## src/rtl/pwm_duty_decoder.sv

```systemverilog
// Measures one period of a sampled PWM waveform and reports its high-time
// fraction as a one-hot duty code quantised to WORD_LENGTH levels.
module pwm_duty_decoder #(
  parameter int WORD_LENGTH = 8,
  parameter int COUNT_WIDTH = 16,
  parameter int TIMEOUT     = 1000
) (
  input  logic                   clk,
  input  logic                   reset,
  input  logic                   enable,
  input  logic                   pwm_in,
  output logic [WORD_LENGTH-1:0] DC,
  output logic                   dc_valid,
  output logic                   timeout
);

  localparam int ACC_W = COUNT_WIDTH + $clog2(2 * WORD_LENGTH) + 1;
  localparam int LVL_W = $clog2(WORD_LENGTH + 1);
  localparam logic [COUNT_WIDTH-1:0] TO_LAST   = COUNT_WIDTH'(TIMEOUT - 1);
  localparam logic [LVL_W-1:0]       CALC_LAST = LVL_W'(WORD_LENGTH - 1);
  localparam logic [ACC_W-1:0]       SCALE     = ACC_W'(2 * WORD_LENGTH);
  localparam logic [WORD_LENGTH-1:0] DC_FULL   = WORD_LENGTH'(1) << (WORD_LENGTH - 1);

  typedef enum logic [1:0] {IDLE, MEASURE, CALC, DONE} state_t;

  state_t                 state, next_state;
  logic                   sync1, s_in, s_prev, rise;
  logic [COUNT_WIDTH-1:0] idle_cnt, period_cnt, high_cnt;
  logic [ACC_W-1:0]       acc, high_scaled, period2;
  logic [LVL_W-1:0]       level, level_next, calc_cnt;
  logic                   hit, load_edge, load_flat;

  function automatic logic [WORD_LENGTH-1:0] onehot(input logic [LVL_W-1:0] lvl);
    onehot = '0;
    for (int k = 0; k < WORD_LENGTH; k++)
      if (lvl == LVL_W'(k + 1)) onehot[k] = 1'b1;
  endfunction

  // NOTE: sequential state uses non-blocking assignments so every register
  // samples the pre-edge values of the others, whatever the statement order.
  always_ff @(posedge clk or negedge reset) begin
    if (!reset) begin
      sync1  <= 1'b0;
      s_in   <= 1'b0;
      s_prev <= 1'b0;
    end else begin
      sync1  <= pwm_in;
      s_in   <= sync1;
      s_prev <= s_in;
    end
  end

  assign rise = s_in & ~s_prev;

  // Threshold t passes when 2*WL*high >= period*(2t-1): a round-half-up divide.
  assign high_scaled = ACC_W'(high_cnt) * SCALE;
  assign period2     = ACC_W'(period_cnt) << 1;
  assign hit         = (high_scaled >= acc);
  assign level_next  = level + LVL_W'(hit);

  always_ff @(posedge clk or negedge reset) begin
    if (!reset) state <= IDLE;
    else        state <= next_state;
  end

  // NOTE: next_state gets a default before the case so no path leaves it
  // unassigned, which would otherwise infer a latch.
  always_comb begin
    next_state = state;
    if (!enable) begin
      next_state = IDLE;
    end else begin
      case (state)
        IDLE: begin
          if (rise)                     next_state = MEASURE;
          else if (idle_cnt == TO_LAST) next_state = DONE;
        end
        MEASURE: begin
          if (rise)                       next_state = CALC;
          else if (period_cnt >= TO_LAST) next_state = DONE;
        end
        CALC:    if (calc_cnt == CALC_LAST) next_state = DONE;
        DONE:    next_state = IDLE;
        default: next_state = IDLE;
      endcase
    end
  end

  always_comb begin
    dc_valid  = (state == DONE);
    load_edge = enable && (state == CALC) && (calc_cnt == CALC_LAST);
    load_flat = enable && (next_state == DONE) &&
                ((state == IDLE) || (state == MEASURE));
  end

  always_ff @(posedge clk or negedge reset) begin
    if (!reset) begin
      idle_cnt   <= '0;
      period_cnt <= '0;
      high_cnt   <= '0;
      acc        <= '0;
      level      <= '0;
      calc_cnt   <= '0;
    end else if (!enable) begin
      idle_cnt   <= '0;
      period_cnt <= '0;
      high_cnt   <= '0;
      acc        <= '0;
      level      <= '0;
      calc_cnt   <= '0;
    end else begin
      case (state)
        IDLE: begin
          if (rise) begin
            idle_cnt   <= '0;
            period_cnt <= COUNT_WIDTH'(1);
            high_cnt   <= COUNT_WIDTH'(1);
          end else if (load_flat) begin
            idle_cnt <= '0;
          end else begin
            idle_cnt <= idle_cnt + COUNT_WIDTH'(1);
          end
        end
        MEASURE: begin
          // The closing rise cycle belongs to the next period, so it is not counted.
          if (rise) begin
            acc      <= ACC_W'(period_cnt);
            level    <= '0;
            calc_cnt <= '0;
          end else begin
            period_cnt <= period_cnt + COUNT_WIDTH'(1);
            high_cnt   <= high_cnt + COUNT_WIDTH'(s_in);
          end
        end
        CALC: begin
          level    <= level_next;
          acc      <= acc + period2;
          calc_cnt <= calc_cnt + LVL_W'(1);
        end
        default: begin
          idle_cnt   <= '0;
          period_cnt <= '0;
          high_cnt   <= '0;
          acc        <= '0;
          level      <= '0;
          calc_cnt   <= '0;
        end
      endcase
    end
  end

  // Result registers load on entry to DONE so DC is already valid with the pulse.
  always_ff @(posedge clk or negedge reset) begin
    if (!reset) begin
      DC      <= '0;
      timeout <= 1'b0;
    end else if (load_edge) begin
      DC      <= onehot(level_next);
      timeout <= 1'b0;
    end else if (load_flat) begin
      DC      <= s_in ? DC_FULL : '0;
      timeout <= 1'b1;
    end
  end

endmodule

```

## config.mk

```make
export PLATFORM = sky130hd
export DESIGN_NAME = pwm_duty_decoder
export DESIGN_NICKNAME = d
export VERILOG_FILES = /design/src/rtl/pwm_duty_decoder.sv
export SDC_FILE = /design/constraint.sdc
export NUM_CORES = 1
export LEC_CHECK = 0
export CAP_MARGIN = 20
export CORE_MARGIN = 3
export CORE_UTILIZATION = 55
export CTS_CLUSTER_DIAMETER = 100
export DETAILED_ROUTE_END_ITERATION = 12
export PLACE_DENSITY = 0.75
export SLEW_MARGIN = 20
export SYNTH_ARGS = -nofsm -noshare
export SYNTH_HDL_FRONTEND = slang
export SYNTH_SLANG_ARGS = --single-unit
```

## constraint.sdc

```tcl
create_clock -name clk -period 2.7 [get_ports clk]
set_input_delay 0.27 -clock clk [delete_from_list [all_inputs] [get_ports clk]]
set_output_delay 0.27 -clock clk [all_outputs]
set_load 0.02 [all_outputs]
```

==> results.yml <==
outcome:
  outcome: "finished with violations"
  failed_checks: "setup timing"
placed_design:
  pre_cts_slack_ps: -389
  hpwl_um: 11000
  port_buffers: 13
  place_congestion: 0.932
cts:
  tritoncts: "done"
  cts_root_buf: "clkbuf_8"
  clk_pin_slew_ps: 90
  cts_buffers: 9
  clockBufferDepth: 2
  clock_latency_ps: 380
  htree_levels: 3
  cts.sinks: 91
yosys:
  synth_edf_count: 0
  synth_nets: 711
  ys_seq_area_share_pct: 38.7
  synth_ff_type: "dfrtp_1"
  synth_cells: 663
  syn_avg_cell_area_um2: 8.87
  synth-async-reset-ratio_pct: 100
  ys_seq_elements: 91
  ys_types: 62
  synthesis.area_um2: 5880
  yosysWarnings: 0
timing:
  finalCritPeriodShare_pct: 103
  hold_viol_final: 0
  rsz0062_at_grt: "true"
  maxSlewViolCount: 0
  skew_ps: 10.4
  finalSetupViolations: 5
  fin_crit_ps: 2790
  fin_ws_ps: -88.0
  fin_tns_setup_ps: -185
  max_freq_mhz: 359
  slew_headroom_pct: 56.8
  worst_pin_slew_ps: 646
worst_setup_path:
  r2r_end: "DC[3]"
  cpPeakStageDelay_ps: 400
  cp.required_ps: 3000
  critPathMostFrequentCell: "ha_4"
  startpoint: "acc[4]"
  crit_path_end: "DC[3]"
  timing.rr.start: "acc[4]"
  worst_setup_path_end_kind: "register"
  cpMaxStageDelayCell: "dfrtp_1"
  crit_arrival_ps: 3090
  worstPathMaxFanout: 3
  critPathKind: "register to register"
  ff2ff_path_depth: 12
  reg2reg_slack_ps: -90
  cp-start-kind: "register"
  worstSetupPathDepth: 12
  path_cells: "inv_2 > ha_4 > a31o_4 > a21oi_4 > o21ai_2 > a221oi_2 > or3_4 > a21oi_4 > ha_4 > ha_4 > or3_4 > o22ai_2"
  cp_num_buf_inv: 1
  cp_top_family: "compound AO/OA/AOI/OAI gates"
power_and_ir_drop:
  p_switching_w: 0.00130
  seqPwrFrac_pct: 40.0
  p_total_w: 0.00371
  combPwrFrac_pct: 33.0
  p_per_area_nw_per_um2: 520
  pwr-share-clk_pct: 26.9
  p_leak_nw: 3.17
  switching_share_pct: 35.2
  internal-power_w: 0.00241
  vdd_drop_max_uv: 575
detailed_routing:
  drc: 0
  routedWlPerCell_um: 17.9
  drt_first_pass_iters: 5
  first_iter_violations: 387
  wl_um: 15600
  ant_nets: 0
  avgViaCountPerCell: 6.25
  num_vias: 5458
finish:
  nets: 780
  diodes: 0
  syn_to_final_growth_pct: 21.3
  utilization_pct: 68.8
  layout-drive-gt1-share_pct: 19.5
global_routing:
  overflow: 0
  antenna_found_initial: 0
  grt_pass1_vias: 5351
  grt_pass1_wl_um: 25700
  grt_usage_pct: 27.3
  grt_max_degree: 48
job:
  cap_violations: 0
die:
  start_util_pct: 56.7
  io_pins: 14
  die_h_um: 109
  fp.dieW_um: 109
  coreArea_um2: 10400
  rows: 37
  dieArea_um2: 12000
worst_hold_path:
  hold_class: "input pin to register"
[synth_stat cells, types with 16 or more instances]
| cell | count | share of area, % |
|---|---|---|
| inv_1 | 25 | 1.6 |
| dfrtp_1 | 91 | 39 |
| nand3_1 | 31 | 2.6 |
| ha_1 | 43 | 9.2 |
| nand2_1 | 76 | 4.9 |
| a21oi_1 | 32 | 2.7 |
| o21ai_0 | 62 | 5.3 |
| xor2_1 | 16 | 2.4 |
| clkbuf_1 | 20 | 1.3 |
| nor2_1 | 46 | 2.9 |
| and3_1 | 16 | 1.7 |
| a211oi_1 | 16 | 2.0 |
[cell type report]
type	instances	area (um2)
tap	136	170
multi-input combinational	520	3690
inverter	25	93.8
clock inverter	4	56.3
sequential	91	2280
fill	806	3240
timing repair buffer	85	691
clock buffer	12	155
[state kept, by name (all words and copies together) (netlist names)]
name	flops
acc	21
high_cnt	16
idle_cnt	16
period_cnt	16
DC	8
calc_cnt	4
level	4
state	2
s_in	1
s_prev	1
sync1	1
timeout	1
[power by group through the flow]
stage / Sequential, W / Clock, W / Combinational [W]
2_1_floorplan: 0.00151 / 0 / 0.000679
3_3_place_gp: 0.00150 / 0 / 0.00107
3_5_place_dp: 0.00151 / 0 / 0.00110
4_1_cts: 0.00148 / 0.00102 / 0.00116
5_1_grt: 0.00150 / 0.00108 / 0.00133
6_report: 0.00149 / 0.00100 / 0.00122
[cells by family (layout without fill, tap and decap cells)]
group,Yosys count,after routing,share of synthesized area [%]
adder cells (fa/ha/maj),44,44,9.49
AND/OR/NAND/NOR,238,238,20.1
AO/OA/AOI/OAI,204,204,22.6
multiplexers,8,8,1.40
XOR/XNOR,26,26,3.87
flip-flops,91,91,38.7
buffers and inverters,52,126,3.77
[cells in the final DEF, fill, tap and decap left out, types with 6 or more instances in the layout]
cell,netlist,routed
dfrtp_1,91,89
buf_4,2,69
or3_1,10,8
a22oi_1,14,14
a211oi_1,16,13
mux2i_1,6,6
and3_1,16,16
nand4_1,10,10
inv_1,25,24
ha_4,0,6
a21o_1,14,14
o22ai_2,0,8
o21ai_0,62,58
a21oi_1,32,26
nand2_1,76,74
nor3_1,8,7
and2_1,9,9
o22ai_1,15,7
nor2_1,46,44
clkbuf_8,0,11
nand3_1,31,31
xnor2_1,10,10
xor2_1,16,15
ha_1,43,36
a22o_1,7,7
clkdlybuf4s50_1,0,12
[worst min-delay path by stage]
| stage | start | to | slack, ps | cells past startpoint |
|---|---|---|---|---|
| after floorplan | reset | DC[0] | -30 | 0 |
| after global placement | reset | acc[2] | 330 | 1 |
| after detailed placement | reset | acc[3] | 340 | 1 |
| after CTS | pwm_in | sync1 | 310 | 1 |
| after global routing | pwm_in | sync1 | 320 | 1 |
| final | pwm_in | sync1 | 330 | 1 |
[repair_timing]
item	CTS	global route
resized for setup	24	36
gates cloned	0	0
setup endpoints to repair	15	22
hold buffers	1	0
endpoints found under the hold margin	45	0
pin swaps	14	12
setup buffers	2	7
[per-stage QoR]
stage                     instances  hold WS, ps  cell area (um2)
after floorplan                 663        -25.6             5880
after global placement          849          328             6550
after detailed placement        849          336             6550
after CTS                       866          314             6880
after global routing            873          318             7130
final                           873          334             7130
[metal layers]
metal	part of all wire [%]	track usage, %	up-vias
li1	-	-	2568
met1	43	36.5	2671
met2	49	44.2	187
met3	6.2	5.93	32
met4	2.0	9.35	0
met5	0	0	-
Note: power is estimated with default switching activity, not from simulation.
